==> config.mk <==
export PLATFORM = sky130hd
export DESIGN_NAME = cp0_timer_ctrl
export DESIGN_NICKNAME = d
export VERILOG_FILES = /design/src/rtl/cp0_timer_ctrl.sv
export SDC_FILE = /design/constraint.sdc
export NUM_CORES = 1
export LEC_CHECK = 0
export CELL_PAD_IN_SITES_DETAIL_PLACEMENT = 0
export CELL_PAD_IN_SITES_GLOBAL_PLACEMENT = 2
export CORE_MARGIN = 2
export CORE_UTILIZATION = 23
export DETAILED_ROUTE_END_ITERATION = 10
export PLACE_DENSITY_LB_ADDON = 0.1
export SYNTH_ARGS = -nofsm -noshare
export SYNTH_HDL_FRONTEND = slang
export SYNTH_SLANG_ARGS = --single-unit
==> constraint.sdc <==
create_clock -name clk -period 3.38 [get_ports clk]
set_input_delay 0.507 -clock clk [delete_from_list [all_inputs] [get_ports clk]]
set_output_delay 0.507 -clock clk [all_outputs]
set_load 0.01 [all_outputs]
==> src/rtl/cp0_timer_ctrl.sv <==
// cp0_timer_ctrl: coprocessor 0 with SR, Cause, EPC, PRId and a Count/Compare timer.
// Interrupt and exception requests are raised combinationally toward the NPC/flush
// logic. All architectural state updates at the next rising clock edge.
module cp0_timer_ctrl #(
  parameter int          NUM_HWINT = 6,
  parameter logic [31:0] PRID_VAL  = 32'h20030407,
  parameter bit          TIMER_EN  = 1'b1
) (
  input  logic                 clk,
  input  logic                 reset,
  input  logic                 we,
  input  logic [4:0]           rd_addr,
  input  logic [4:0]           wr_addr,
  input  logic [31:0]          wdata,
  output logic [31:0]          rdata,
  input  logic [31:0]          vpc,
  input  logic                 bd_in,
  input  logic [4:0]           exc_code,
  input  logic [NUM_HWINT-1:0] hwint,
  input  logic                 eret,
  output logic [31:0]          epc_out,
  output logic                 req
);

  localparam logic [4:0] ADDR_COUNT   = 5'd9;
  localparam logic [4:0] ADDR_COMPARE = 5'd11;
  localparam logic [4:0] ADDR_SR      = 5'd12;
  localparam logic [4:0] ADDR_CAUSE   = 5'd13;
  localparam logic [4:0] ADDR_EPC     = 5'd14;
  localparam logic [4:0] ADDR_PRID    = 5'd15;

  logic [7:0]  sr_im;
  logic        sr_exl;
  logic        sr_ie;
  logic        cause_bd;
  logic [7:0]  cause_ip;
  logic [4:0]  cause_exc;
  logic [31:0] epc;
  logic [31:0] count;
  logic [31:0] compare;
  logic        ti;

  logic [5:0]  hw_ip;
  logic        int_req;
  logic        exc_req;
  logic        wr_count;
  logic        wr_compare;
  logic        wr_sr;
  logic        wr_cause;
  logic        wr_epc;

  // Map hardware lines onto IP2..IP6; IP7 carries the timer, shared with hwint[5] when present.
  generate
    for (genvar i = 0; i < 5; i++) begin : g_ip
      if (i < NUM_HWINT) begin : g_used
        assign hw_ip[i] = hwint[i];
      end else begin : g_unused
        assign hw_ip[i] = 1'b0;
      end
    end
    if (NUM_HWINT == 6) begin : g_shared_ip7
      assign hw_ip[5] = ti | hwint[5];
    end else begin : g_timer_ip7
      assign hw_ip[5] = ti;
    end
  endgenerate

  assign wr_count   = we && (wr_addr == ADDR_COUNT);
  assign wr_compare = we && (wr_addr == ADDR_COMPARE);
  assign wr_sr      = we && (wr_addr == ADDR_SR);
  assign wr_cause   = we && (wr_addr == ADDR_CAUSE);
  assign wr_epc     = we && (wr_addr == ADDR_EPC);

  assign int_req = (|(cause_ip & sr_im)) & sr_ie & ~sr_exl;
  assign exc_req = |exc_code;
  assign req     = int_req | exc_req;
  assign epc_out = epc;

  // mfc0 read mux; returns the pre-edge value even when an mtc0 hits the same register.
  always_comb begin
    rdata = 32'h0;
    case (rd_addr)
      ADDR_COUNT:   rdata = count;
      ADDR_COMPARE: rdata = compare;
      ADDR_SR:      rdata = {16'h0, sr_im, 6'h0, sr_exl, sr_ie};
      ADDR_CAUSE:   rdata = {cause_bd, 15'h0, cause_ip, 1'b0, cause_exc, 2'b00};
      ADDR_EPC:     rdata = epc;
      ADDR_PRID:    rdata = PRID_VAL;
      default:      rdata = 32'h0;
    endcase
  end

  // Status register: a taken request sets EXL and blocks mtc0; eret beats an mtc0 on EXL only.
  always_ff @(posedge clk or negedge reset) begin
    if (!reset) begin
      sr_im  <= 8'h0;
      sr_exl <= 1'b0;
      sr_ie  <= 1'b0;
    end else if (req) begin
      sr_exl <= 1'b1;
    end else begin
      if (wr_sr) begin
        sr_im  <= wdata[15:8];
        sr_exl <= wdata[1];
        sr_ie  <= wdata[0];
      end
      if (eret) begin
        sr_exl <= 1'b0;
      end
    end
  end

  // Cause register: hardware pending bits track their sources every cycle; software bits via mtc0.
  always_ff @(posedge clk or negedge reset) begin
    if (!reset) begin
      cause_bd  <= 1'b0;
      cause_ip  <= 8'h0;
      cause_exc <= 5'h0;
    end else begin
      cause_ip[7:2] <= hw_ip;
      if (req) begin
        cause_bd  <= bd_in;
        cause_exc <= int_req ? 5'h0 : exc_code;
      end else if (wr_cause) begin
        cause_ip[1:0] <= wdata[9:8];
      end
    end
  end

  // EPC captures the restart address on a request, pointing at the branch for delay-slot faults.
  always_ff @(posedge clk or negedge reset) begin
    if (!reset) begin
      epc <= 32'h0;
    end else if (req) begin
      epc <= bd_in ? (vpc - 32'd4) : vpc;
    end else if (wr_epc) begin
      epc <= {wdata[31:2], 2'b00};
    end
  end

  // Count/Compare timer; TI is sticky on a match and only a Compare write clears it.
  always_ff @(posedge clk or negedge reset) begin
    if (!reset) begin
      count   <= 32'h0;
      compare <= 32'hFFFF_FFFF;
      ti      <= 1'b0;
    end else begin
      if (wr_count) begin
        count <= wdata;
      end else if (TIMER_EN) begin
        count <= count + 32'd1;
      end
      if (wr_compare) begin
        compare <= wdata;
        ti      <= 1'b0;
      end else if (TIMER_EN && (count == compare)) begin
        ti <= 1'b1;
      end
    end
  end

endmodule

== Word level (Yosys, flattened, before mapping) ==
Cells that the tools add are included.
W data, S select, Z words.
Word-level totals
  register bits after elaboration: 121
  input bits: 90
  output and inout port bits: 65
  logic and storage cells: 55
Cells by class
  $add $sub $neg: 2
  eq/ne operators: 12
  muxes and demuxes: 11
  bitwise operators: 7
  reductions and logical operators: 12
Operators with widths (count)
  $pmux W32 S6: 1
  $mux W32: 4
  $eq A5 B4 Y1 const B: 11
  $add A32 B1 Y32 const B: 1
  $eq A32 B32 Y1: 1
  $sub A32 B3 Y32 const B: 1
  $and A8 B8 Y8: 1
  $reduce_or A8 Y1: 1
  $logic_and A1 B1 Y1: 5
  $mux W1: 5
  $mux W5: 1
  $reduce_or A5 Y1: 1
  $reduce_and A2 Y1: 2
  $reduce_bool A2 Y1: 2
  $reduce_bool A3 Y1: 1
  $and A1 B1 Y1: 2
  $not A1 Y1: 2
  $or A1 B1 Y1: 2

== Longest topological paths before layout ==
  depth in word-level cells: 7
  depth in mapped cells: 7
  gate-level depth less buffers: 6

== Worst setup path before layout ==
Ideal clock, no wire load.
  path kind: input-to-output
  start: in rd_addr[0]
  end: out rdata[10]
  data arrival time: 1803 ps
  data required time: 2873 ps
  setup slack: 1070 ps
  cell stages on the path: 4
  buffers on the path: 1
  cells stage by stage: buf_2 -> nor4_1 -> a222oi_1 -> nand3_1
On the way
  longest elaborated chain between the ends: 2
  elaborated cells between the ends (all ways): 7
  those cells by class: eq/ne (6); mux (1)
Ends and longest elaborated chain
  from (decl): RTL line 12  | input logic [4:0] rd_addr,
  $eq A5 B4 Y1: RTL line 82  | case (rd_addr)
  $pmux W32 S6 (*): RTL line 82
  to (decl): RTL line 15  | output logic [31:0] rdata,
Mark *: on every way between the ends. The rest lies on a longest branch, timed or not.

== Worst setup path in the final report ==
Ends and elaborated chain as after synthesis.

==> summary.md <==
| Metric | Value |
|---|---|
| Post-synthesis cell type count | 59 |
| Relative slew slack | 40.24% |
| Initial antenna violation count | 1 |
| Crit. End Element | output pin |
| P_leak | 3.685 nW |
| Critical Path Start Type | primary input |
| Setup-failing EPs final | 0 |
| Die height | 179.4 um |
| Status | completed |
| Multi-input logic area | 3764 um2 |
| Async SR Flop Fraction | 100.0% |
| Gpl congestion | 0.7891 |
| Gr usage total | 17.90% |
| Drt total wl | 28160 um |
| Resize count post-CTS | 0 |
| # fillers | 3177 |
| Register clock-pin slew on the reported worst setup and hold paths | 0.06 ns |
| Crit share post-route | 93.42% |
| Die Wd | 179.4 um |
| CTS Hold Bufs | 0 |
| Final #Nets | 943 |
| Vias | 6181 |
| Seq. cell area | 3068 um2 |
| FMAX | 0.3167 GHz |
| Mapped Cells | 700 |
| DPL Wire Length | 20110 um |
| R2R Setup Slk | 0.58 ns |
| Longest Clk Path Bufs | 2 |
| Layout cell share with drive strength beyond 1 | 17.48% |
| Kind of critical path | primary input to output pin |
| Clk sinks | 121 |
| Mapped Avg Cell Area | 10.10 um2 |
| Post-Place Cells | 1228 |
| H-Tree Depth | 4 |
| Mux cell area share after synthesis | 8.880% |
| Num CTS Buffers | 17 |
| Synth-to-Final Area Change | 38.03% |
| Synth Area in Compound Gates | 14.45% |
| GR Util met2 | 29.09% |
| Primary FF master, synth | dfrtp_1 |
| Slew Viols, Final | 0 |
| PortBufs | 154 |
| Pre-antenna DRT Iters | 5 |
| Setup Fix Bufs, Post-CTS | 0 |
| R2R cell count | 7 |
| Pwr/cell area | 518.6 nW/um2 |
| Vias per std cell | 4.906 |
| Synth Area in Adders | 0.3538% |
| Crit path required time | 2.87 ns |
| Clk root buf | clkbuf_16 |
| Grt ovf | 0 |
| Met1 Usage GRT | 23.98% |
| Fin crit period | 3.157 ns |
| DRC viols | 0 |
| Post-synth design cell area | 7073 um2 |
| Hold WC Path Type | primary input to async pin |
| Worst VDD drop | 362.2 uV |
| Number of global-route vias before repair | 6556 |
| TNS Setup | 0 ns |
| Largest family of logic cells by synthesized area | simple AND/OR/NAND/NOR gates |
| Slew @ Worst Pin | 0.8965 ns |
| Post-synth EDFFs | 0 |
| Worst-path maximum fanout | 10 |
| Seq/Total Area, Yosys | 43.38% |
| First-pass GRT wire length | 42030 um |
| Yosys warnings | 0 |
| I/O pins | 155 |
| N_diodes | 0 |
| Iter 0 DRT Violations | 413 |
| Final Hold Fails | 0 |
| Fin cells | 1260 |
| CTS tree | yes |
| WP data arrival | 2.65 ns |
| Met3 GRT Util | 3.819% |
| #FFs+latches synth | 121 |
| Simple logic cell fraction of the synthesized area | 18.43% |
| Largest net degree at the start of global routing | 60 |
| Post-route ant nets | 0 |
| Syn_nets | 792 |
| Most Crowded Layer GR | met2 |
| Post-Synth XOR/XNOR Area | 10.65% |
| Row count | 64 |
| Die area | 32170 um2 |
| Clock Latency Late Sink | 0.42 ns |
| Skew final | 0.01249 ns |
| Pwr Total | 5.063 mW |
| RSZ-0062 raised after global routing | false |
| Effective utilization at floorplan | 23.24% |
| Core area | 30430 um2 |
| Max cap viols | 0 |
| Routed WL per cell | 22.35 um |
## cell usage in the layout, fill, tap and decap left out, types with 9 or more instances in the layout
| cell type | synthesis | layout |
|---|---|---|
| a21oi_1 | 54 | 54 |
| inv_1 | 19 | 19 |
| mux2_1 | 9 | 9 |
| a211oi_1 | 20 | 20 |
| dfrtp_1 | 89 | 89 |
| a222oi_1 | 21 | 21 |
| o21ai_0 | 11 | 11 |
| nor2_1 | 55 | 55 |
| clkdlybuf4s50_1 | 0 | 153 |
| nand2_1 | 37 | 37 |
| buf_4 | 1 | 17 |
| dfstp_2 | 32 | 32 |
| xor2_1 | 19 | 19 |
| xnor2_1 | 67 | 67 |
| nand4_1 | 22 | 22 |
| a22oi_1 | 19 | 19 |
| clkbuf_16 | 0 | 17 |
| nor2b_1 | 21 | 20 |
| mux2i_1 | 11 | 11 |
| nand3_1 | 18 | 18 |
| mux2_2 | 37 | 37 |
## report_power, final
| part | total (mW) | switching [mW] | internal, mW |
|---|---|---|---|
| Clock | 1.93 | 0.729 | 1.21 |
| Sequential | 2.07 | 0.333 | 1.74 |
| Combinational | 1.06 | 0.499 | 0.560 |
## cells in the mapped netlist (4+ instances only)
cell type	number	area share [%]
a211oi_1	20	2.1
a21oi_1	54	3.8
a221o_1	5	0.71
a222oi_1	21	3.0
a22o_1	5	0.62
a22oi_1	19	2.0
and3_1	4	0.35
and4_1	4	0.50
buf_2	23	1.6
clkbuf_1	15	0.80
dfrtp_1	89	31
dfstp_2	32	12
inv_1	19	1.0
mux2_1	9	1.4
mux2_2	37	5.9
mux2i_1	11	1.6
nand2_1	37	2.0
nand3_1	18	1.3
nand4_1	22	1.9
nor2_1	55	2.9
nor2b_1	21	1.9
nor3_1	9	0.64
nor3_2	7	0.99
nor4_1	4	0.35
nor4_2	4	0.71
o21ai_0	11	0.78
o21ai_1	8	0.57
or3_1	6	0.53
xnor2_1	67	8.3
xor2_1	19	2.4
## layer usage
metal / part of all wire, % / vias to the layer above / routed length, um
li1: - / 2877 / -
met1: 47 / 3103 / 13180
met2: 46 / 168 / 13050
met3: 5.3 / 31 / 1489
met4: 1.5 / 2 / 435
met5: 0.046 / - / 13
## registers in the layout, summed over array words and instances, names as in the netlist
signal and count:
sr_ie 1, ti 1, sr_im 8, epc_out 32
cause_ip 8, cause_bd 1, count 32, compare 32
cause_exc 5, sr_exl 1
## area by class of cell
type | count | area share, %
multi-input combinational | 517 | 38.55
sequential | 121 | 31.42
timing repair buffer | 174 | 17.81
tap | 396 | 5.075
clock buffer | 19 | 4.639
clock inverter | 13 | 1.730
inverter | 20 | 0.7689
## kinds of logic after synthesis
kind of cell | count (synthesis)
adder cells (fa/ha/maj) | 2
buffers and inverters | 62
flip-flops | 121
XOR/XNOR | 86
AND/OR/NAND/NOR | 221
multiplexers | 57
AO/OA/AOI/OAI | 151
## worst max-delay path, stage by stage
cell             delay [ns]
clkdlybuf4s50_1        0.42
buf_4                  0.20
nor4_1                 0.43
buf_4                  0.30
a222oi_1               0.11
nand3_1                0.13
clkdlybuf4s50_1        0.55
## path summary, 6_finish.rpt
path	start	to
worst min register to register	cause_bd	cause_bd
min in group clk	cause_bd	cause_bd
max in group asynchronous	reset	compare[29]
worst min-delay path	reset	cause_exc[2]
worst max register to register	sr_im[7]	sr_im[2]
worst max-delay path	rd_addr[0]	rdata[10]
## stage by stage
step	cell area (um2)	utilization [%]	hold slack (ns)	worst slack [ns]
after floorplan	7073	-	0.2114	1.070
after global placement	9141	30.04	0.4547	0.1817
after detailed placement	9141	30.04	0.4568	0.1940
after CTS	9763	32.08	0.2220	0.1498
after global routing	9763	32.08	0.2487	0.003437
final	9763	32.08	0.1999	0.2226
(Power assumes the default switching activity.)
